**config.mk**
```make
export PLATFORM = sky130hd
export DESIGN_NAME = dm_arbiter
export DESIGN_NICKNAME = d
export VERILOG_FILES = /design/src/rtl/dm_arbiter_pkg.sv /design/src/rtl/dm_be_merge.sv /design/src/rtl/dm_arbiter.sv
export SDC_FILE = /design/constraint.sdc
export NUM_CORES = 1
export LEC_CHECK = 0
export ABC_AREA = 1
export CAP_MARGIN = 20
export CORE_MARGIN = 3
export CORE_UTILIZATION = 36
export DETAILED_ROUTE_END_ITERATION = 8
export PLACE_DENSITY = 0.78
export SETUP_SLACK_MARGIN = 0.2
export SYNTH_ARGS = -nofsm -noshare
export SYNTH_HDL_FRONTEND = slang
export SYNTH_SLANG_ARGS = --single-unit
```
**constraint.sdc**
```tcl
create_clock -name clk -period 1.7 [get_ports clk]
set_input_delay 0.255 -clock clk [delete_from_list [all_inputs] [get_ports clk]]
set_output_delay 0.255 -clock clk [all_outputs]
set_load 0.05 [all_outputs]
```
**src/rtl/dm_arbiter_pkg.sv**
```systemverilog
// Shared types and constants for the data-memory arbiter between the MEM stage
// and the burst DMA/loader port.
package dm_arbiter_pkg;
  localparam int DM_AW = 10;
  localparam int DM_DW = 32;

  localparam logic DMA_DIR_RD = 1'b0;
  localparam logic DMA_DIR_WR = 1'b1;

  typedef enum logic [1:0] {
    ST_IDLE = 2'd0,
    ST_BUSY = 2'd1,
    ST_DONE = 2'd2
  } dm_state_e;
endpackage

```
**src/rtl/dm_be_merge.sv**
```systemverilog
// Byte-lane merge: each lane takes the new byte when its enable is set,
// otherwise keeps the byte currently stored in the word.
module dm_be_merge
  import dm_arbiter_pkg::*;
(
  input  logic [DM_DW/8-1:0] be,
  input  logic [DM_DW-1:0]   new_word,
  input  logic [DM_DW-1:0]   old_word,
  output logic [DM_DW-1:0]   merged
);
  for (genvar i = 0; i < DM_DW/8; i++) begin : g_lane
    assign merged[8*i +: 8] = be[i] ? new_word[8*i +: 8] : old_word[8*i +: 8];
  end
endmodule

```
**src/rtl/dm_arbiter.sv**
```systemverilog
// Single-port data-memory arbiter: CPU has zero-latency priority, DMA bursts
// use idle cycles and a starvation counter steals one CPU cycle when needed.
module dm_arbiter
  import dm_arbiter_pkg::*;
#(
  parameter int MAX_WAIT = 4,
  parameter int LEN_W    = 8
)(
  input  logic             clk,
  input  logic             rst,
  input  logic             cpu_req,
  input  logic             cpu_we,
  input  logic [DM_AW-1:0] cpu_addr,
  input  logic [3:0]       cpu_be,
  input  logic [DM_DW-1:0] cpu_wdata,
  output logic [DM_DW-1:0] cpu_rdata,
  output logic             cpu_stall,
  input  logic             dma_start,
  input  logic             dma_dir,
  input  logic [DM_AW-1:0] dma_base,
  input  logic [LEN_W-1:0] dma_len,
  input  logic [DM_DW-1:0] dma_wdata,
  input  logic             dma_wvalid,
  output logic             dma_wready,
  output logic [DM_DW-1:0] dma_rdata,
  output logic             dma_rvalid,
  input  logic             dma_rready,
  output logic             dma_busy,
  output logic             dma_done,
  output logic [DM_AW-1:0] mem_addr,
  output logic [DM_DW-1:0] mem_din,
  output logic             mem_we,
  input  logic [DM_DW-1:0] mem_dout
);
  localparam logic [7:0] WAIT_MAX = 8'(MAX_WAIT);

  dm_state_e        state;
  logic             dir;
  logic [DM_AW-1:0] ptr;
  logic [LEN_W-1:0] remain;
  logic [7:0]       wait_cnt;
  logic             pending, forced, cpu_own, dma_grant;
  logic [DM_DW-1:0] cpu_merged;

  // A read beat only competes when the holding register is free or being drained.
  assign pending   = !rst && (state == ST_BUSY) && (remain != '0) &&
                     ((dir == DMA_DIR_WR) ? dma_wvalid : (!dma_rvalid || dma_rready));
  assign forced    = pending && (wait_cnt == WAIT_MAX);
  assign cpu_own   = cpu_req && !forced;
  assign dma_grant = pending && !cpu_own;

  assign cpu_stall  = cpu_req && forced;
  assign cpu_rdata  = mem_dout;
  assign dma_wready = dma_grant && (dir == DMA_DIR_WR);

  dm_be_merge u_merge (
    .be       (cpu_be),
    .new_word (cpu_wdata),
    .old_word (mem_dout),
    .merged   (cpu_merged)
  );

  // Idle cycles keep the CPU address on the bus so cpu_rdata stays meaningful.
  always_comb begin
    mem_addr = cpu_addr;
    mem_din  = cpu_merged;
    mem_we   = 1'b0;
    if (rst) begin
      mem_we = 1'b0;
    end else if (cpu_own) begin
      mem_we = cpu_we && (|cpu_be);
    end else if (dma_grant) begin
      mem_addr = ptr;
      mem_din  = dma_wdata;
      mem_we   = (dir == DMA_DIR_WR);
    end
  end

  always_ff @(posedge clk) begin
    if (rst) begin
      state      <= ST_IDLE;
      dir        <= DMA_DIR_RD;
      ptr        <= '0;
      remain     <= '0;
      wait_cnt   <= '0;
      dma_busy   <= 1'b0;
      dma_done   <= 1'b0;
      dma_rvalid <= 1'b0;
      dma_rdata  <= '0;
    end else begin
      dma_done <= 1'b0;
      case (state)
        ST_IDLE: begin
          if (dma_start) begin
            ptr    <= dma_base;
            remain <= dma_len;
            dir    <= dma_dir;
            if (dma_len == '0) begin
              state    <= ST_DONE;
              dma_done <= 1'b1;
            end else begin
              state    <= ST_BUSY;
              dma_busy <= 1'b1;
            end
          end
        end
        ST_BUSY: begin
          if (dma_grant) begin
            ptr    <= ptr + 1'b1;
            remain <= remain - 1'b1;
            if (remain == LEN_W'(1)) begin
              state    <= ST_DONE;
              dma_busy <= 1'b0;
              dma_done <= 1'b1;
            end
          end
        end
        ST_DONE: state <= ST_IDLE;
        default: begin
          state    <= ST_IDLE;
          dma_busy <= 1'b0;
        end
      endcase

      // Counts only cycles where a ready beat lost to the CPU.
      if (state != ST_BUSY || dma_grant)
        wait_cnt <= '0;
      else if (pending && wait_cnt != WAIT_MAX)
        wait_cnt <= wait_cnt + 8'd1;

      if (dma_grant && dir == DMA_DIR_RD) begin
        dma_rvalid <= 1'b1;
        dma_rdata  <= mem_dout;
      end else if (dma_rready) begin
        dma_rvalid <= 1'b0;
      end
    end
  end
endmodule

```
; Yosys cells after proc, flatten, opt, wreduce, memory -nomap -nowiden
; Cells that the tools add are included.
[word_totals]
reg_bits = 64
wordCells = 89
out_inout_bits = 112
in_bits = 136
[op_classes]
n_reduce_logical = 28
add_sub_neg = 3
eq_ne = 10
muxes = 37
bitwise = 2
[op_table]
columns = cell, n
row1 = 32-bit 2-to-1 mux, 3
row2 = 10-bit 2-to-1 mux, 5
row3 = 8-bit 2-to-1 mux, 6
row4 = 10-bit case mux with 2 select lines, 1
row5 = 8-bit case mux with 2 select lines, 1
row6 = 1-bit 2-to-1 mux, 14
row7 = 1-bit logical AND, 11
row8 = "10-bit by 1-bit adder with 10-bit output, second input constant", 1
row9 = "8-bit by 1-bit adder with 8-bit output, second input constant", 1
row10 = "8-bit by 1-bit equality test with 1-bit output, second input constant", 1
row11 = "8-bit by 3-bit equality test with 1-bit output, second input constant", 1
row12 = 8-bit zero test, 1
row13 = 2-bit 2-to-1 mux, 4
row14 = "8-bit by 3-bit inequality test with 1-bit output, second input constant", 1
row15 = 8-bit nonzero test, 1
row16 = "8-bit by 1-bit subtractor with 8-bit output, second input constant", 1
row17 = "2-bit inequality test, second input constant", 3
row18 = 3-bit AND reduction, 2
row19 = 5-bit AND reduction, 1
row20 = 1-bit zero test, 4
row21 = "2-bit by 1-bit inequality test with 1-bit output, second input constant", 2
row22 = 2-bit case mux with 2 select lines, 1
row23 = 2-bit nonzero test, 2
row24 = 4-bit OR reduction, 1
row25 = 9 further kinds, 11

; Logic depth before layout (Yosys ltp)
[logic_depth]
ltp_word = 12
ltp_mapped = 11

; Hierarchy
; A second synthesis with hierarchy kept.
[unflattened]
hier_cells = 705
hier_area_um2 = 4197.8
[modules_own_cells]
columns = module, cells_each, area_per_inst_um2, n_inst, seq_area_each_um2
row1 = dm_arbiter, 601, 3777.4, 1, 1281.2
row2 = dm_be_merge, 104, 420.4, 1, 0.0

; Worst setup path after synthesis
; OpenSTA, ideal clock, no wires.
[synth_timing]
kind = register -> output
from = register remain[0]
to = output port mem_addr[0]
path_slack_ns = -0.917
stages_incl_launch_ff = 9
t_required_ns = 1.445
path_buffers = 1
t_arrival_ns = 2.362
path_cell_list = dfxtp_1 > inv_1 > ha_1 > nand2_4 > nor2_4 > nor2_4 > o21ai_4 > clkbuf_1 > o21ai_0
[synth_via]
elab_chain_len = 11
[synth_lines]
columns = item, line
row1 = from (decl), dm_arbiter.sv:40  ; logic [LEN_W-1:0] remain;
row2 = from (signal assigned), dm_arbiter.sv:96  ; remain <= dma_len;
row3 = from (signal assigned), dm_arbiter.sv:110  ; remain <= remain - 1'b1;
row4 = 8-bit nonzero test (*), dm_arbiter.sv:46  ; assign pending = !rst && (state == ST_BUSY) && (remain != '0) &&
row5 = 1-bit logical AND (*) (2 in a row), dm_arbiter.sv:46
row6 = 1-bit logical AND, dm_arbiter.sv:48  ; assign forced = pending && (wait_cnt == WAIT_MAX);
row7 = 1-bit zero test, dm_arbiter.sv:49  ; assign cpu_own = cpu_req && !forced;
row8 = 1-bit logical AND, dm_arbiter.sv:49
row9 = 1-bit zero test, dm_arbiter.sv:50  ; assign dma_grant = pending && !cpu_own;
row10 = 1-bit logical AND, dm_arbiter.sv:50
row11 = 10-bit 2-to-1 mux, dm_arbiter.sv:72  ; end else if (dma_grant) begin
row12 = 10-bit 2-to-1 mux (*), dm_arbiter.sv:70  ; end else if (cpu_own) begin
row13 = 10-bit 2-to-1 mux (*), dm_arbiter.sv:68  ; if (rst) begin
row14 = to (decl), dm_arbiter.sv:30  ; output logic [DM_AW-1:0] mem_addr,
; Every way passes the cells marked *; elsewhere a longest branch is shown, timed or not.

; Worst setup path after layout
[layout_timing]
from = register remain[0]
to = output port mem_din[10]
[layout_via]
elab_chain_len = 11
[layout_lines]
columns = item, line
row1 = 8-bit nonzero test (*), dm_arbiter.sv:46
row2 = 1-bit logical AND (*) (2 in a row), dm_arbiter.sv:46
row3 = 1-bit logical AND, dm_arbiter.sv:48
row4 = 1-bit zero test, dm_arbiter.sv:49
row5 = 1-bit logical AND, dm_arbiter.sv:49
row6 = 1-bit zero test, dm_arbiter.sv:50
row7 = 1-bit logical AND, dm_arbiter.sv:50
row8 = 32-bit 2-to-1 mux, dm_arbiter.sv:72
row9 = 32-bit 2-to-1 mux (*), dm_arbiter.sv:70
row10 = 32-bit 2-to-1 mux (*), dm_arbiter.sv:68
row11 = to (decl), dm_arbiter.sv:31  ; output logic [DM_DW-1:0] mem_din,
; Marks and branches as above.

==> results.json <==
{
  "synthXorXnorAreaFrac_pct": 1.164,
  "initial_utilization_pct": 37.26,
  "synth_commonest_cells": "nand2_1 (186), nor2_1 (129), inv_1 (82)",
  "critPathKind": "reg -> out",
  "cpPeakStageDelay_ns": 0.33,
  "synth_top_family_by_area": "simple AND/OR/NAND/NOR gates",
  "io_pins": 248,
  "yosysTopAreaCellShare_pct": 28.39,
  "cts-root-buf": "clkbuf_16",
  "setup.worst_path.start_class": "flop",
  "grt_max_degree": 31,
  "path_cells": "inv_2, ha_4, nand2_4, nor2_4, nor2_4, o21ai_4, inv_6, buf_6, buf_12, buf_4, o21ai_4, buf_12",
  "placeableCoreArea_um2": 12110,
  "grt_usage_pct": 29.69,
  "tightestPinTransition_ns": 0.3833,
  "yosysUniqueCellTypes": 32,
  "worstSetupEndpointType": "output port",
  "chipHeight_um": 118.0,
  "combPwrFrac_pct": 44.9,
  "seq_area_frac_synth_pct": 28.39,
  "postSynth.asyncResetShare_pct": 0,
  "vias_per_cell": 5.028,
  "rows": 40,
  "cpMaxStageDelayCell": "dfxtp_2",
  "synth_compound_area_share_pct": 9.509,
  "cts_sinks": 64,
  "wl_per_cell_um": 19.00,
  "stdcell_area_um2": 10410,
  "cts_tree": "done",
  "synth_ff_type": "dfxtp_1",
  "slew_violations": 0,
  "synthSimpleGateAreaFrac_pct": 35.24,
  "fp.dieArea_um2": 13920,
  "clockPowerShare_pct": 31.5,
  "clock_latency_ns": 0.33,
  "cts_made_buffers": 9,
  "drc": 0,
  "swShare_pct": 34.44,
  "fmax_mhz": 448.3,
  "cap_violations": 0,
  "synth_nets": 860,
  "place_congestion": 0.8766,
  "synth-adder-area-share_pct": 1.386,
  "synth.most_common_cell": "nand2_1",
  "power_mw": 7.071,
  "setup_viol_count_final": 108,
  "whs_ns": 0.5175,
  "grt_pass1_vias": 5895,
  "htreeDepth": 3,
  "arrival_ns": 1.98,
  "die_w_um": 118.0,
  "critPathTopFamily": "buffers and inverters",
  "path_buf_inv": 6,
  "post-route-min-period_ns": 2.231,
  "violations": "setup timing",
  "syn2layout_area_growth_pct": 130.7,
  "synth_edf_count": 0,
  "p_leak_nw": 4.784,
  "dp_hpwl_um": 14230,
  "yosys.area.top_type": "dfxtp_1",
  "status": "finished, violations left",
  "required_ns": 1.44,
  "ant_nets": 0,
  "dr.pass1.iters": 5,
  "timing.final.ws_setup_ns": -0.5307,
  "clk_pin_slew_ns": 0.06,
  "drt_wl_total_um": 23410,
  "fin_tns_setup_ns": -36.96,
  "rsz0062_at_grt": "yes",
  "p_switching_mw": 2.435,
  "clock_path_buffers": 2,
  "grt_pass1_wl_um": 32780,
  "syn-cell-area_um2": 4513,
  "hold_path_class": "reg -> reg",
  "cp_max_fo": 10,
  "finalCritPeriodShare_pct": 131.2,
  "synth_mux_area_share_pct": 7.097,
  "ys_top_cells_by_area": "dfxtp_1 (28%), nand2_1 (15%), nor2_1 (11%)",
  "dpl-instance-area_um2": 8761,
  "drtIter0Drc": 502,
  "p_int_mw": 4.635,
  "vias": 6195,
  "grt-ovfl-total": 0,
  "clock_skew_ns": 0.008542,
  "ys_ff_latch": 64,
  "final_hold_viol_count": 0,
  "seqPwrFrac_pct": 23.6,
  "nets": 1199,
  "power_density_nw_per_um2": 679.1,
  "syn_inst": 719,
  "antenna_found_initial": 1,
  "drive_above_1_share_pct": 43.37,
  "port_buffers": 247,
  "timing.slew.headroom_pct": 73.71,
  "peakVddDrop_uv": 712.9,
  "yosysWarnings": 0,
  "cts-hold-fix-buffers": 0,
  "avgSynthCellArea_um2": 6.277
}
==> worst min-delay path: cells and delay by family, from the launching register on <==
| family | cells | cell delay (ns) |
|---|---|---|
| flip-flops | 1 | 0.33 |
| buffers and inverters | 1 | 0.05 |
| AND/OR/NAND/NOR | 1 | 0.06 |
| AO/OA/AOI/OAI | 1 | 0.05 |
==> metal layers <==
| metal | vias up | wire, µm | track usage (%) |
|---|---|---|---|
| met5 | - | 13 | 0 |
| li1 | 2879 | - | - |
| met1 | 2918 | 8630 | 33.24 |
| met4 | 2 | 1241 | 10.77 |
| met2 | 301 | 11990 | 54.40 |
| met3 | 95 | 1534 | 7.160 |
==> final cells by class <==
cell class | count | area, µm²
Antenna cell | 1 | 2.502
Clock inverter | 5 | 102.6
Timing Repair Buffer | 392 | 4772
Clock buffer | 11 | 252.7
Tap cell | 168 | 210.2
Multi-Input combinational cell | 504 | 3438
Sequential cell | 64 | 1291
Inverter | 87 | 342.8
Fill cell | 570 | 1699
==> power by group through the flow <==
stage | combinational, mW | clock [mW] | sequential (mW)
global route | 3.31 | 2.32 | 1.68
detailed placement | 2.77 | 0 | 1.69
CTS | 2.97 | 2.23 | 1.66
floorplan | 1.35 | 0 | 1.80
finish | 3.18 | 2.23 | 1.67
global placement | 2.74 | 0 | 1.68
==> metrics by stage <==
| step | util (%) | std cells | worst slack [ns] |
|---|---|---|---|
| floorplan | - | 719 | -0.1239 |
| global placement | 72.33 | 1165 | -0.5100 |
| detailed placement | 72.33 | 1165 | -0.5525 |
| CTS | 81.69 | 1214 | -0.5047 |
| global route | 85.95 | 1231 | -0.6061 |
| finish | 85.97 | 1232 | -0.5307 |
==> worst paths after layout <==
check              start  cells past startpoint  slack [ns]      endpoint
max            remain[0]                     12       -0.53   mem_din[10]
min          wait_cnt[0]                      3        0.52   wait_cnt[0]
max reg2reg     state[1]                     16       -0.39  dma_rdata[2]
min reg2reg  wait_cnt[0]                      3        0.52   wait_cnt[0]
==> sequential cells by signal (all words and copies together) (netlist names) <==
signal,count
dma_rvalid,1
remain,8
wait_cnt,8
ptr,10
dma_busy,1
state,2
dma_rdata,32
dir,1
dma_done,1
==> logic make-up after synthesis <==
logic type,Yosys count
and+or+nand+nor,380
buffers and inverters,151
AOI/OAI and AO/OA,81
DFF,64
muxes,32
xor gates and xnor gates,6
adders and majority gates,5
==> cells in the final DEF (no fill, tap or decap), types with 3 or more instances in the layout <==
cell,instances
nor2_1,102
buf_6,20
nand2_2,47
nand2_1,126
ha_1,3
nand4_1,6
nand3_1,24
mux2i_1,32
xor2_1,5
clkdlybuf4s50_1,135
buf_12,88
nor2_2,20
nand2_4,35
dfxtp_2,8
buf_8,3
nand3_2,3
dfxtp_1,56
o21ai_4,43
a21oi_2,5
buf_4,131
buf_16,12
inv_1,75
clkbuf_16,12
a21oi_1,11
o21ai_0,17
inv_2,7
nor2_4,12
bufinv_16,3
==> timing repair <==
item	4_1_cts	5_1_grt
buffers inserted	21	14
pin swaps	16	14
endpoints found under the setup margin	104	108
gates cloned	12	3
gates resized for setup	83	104
No activity file was read; power rests on OpenSTA's default activity.
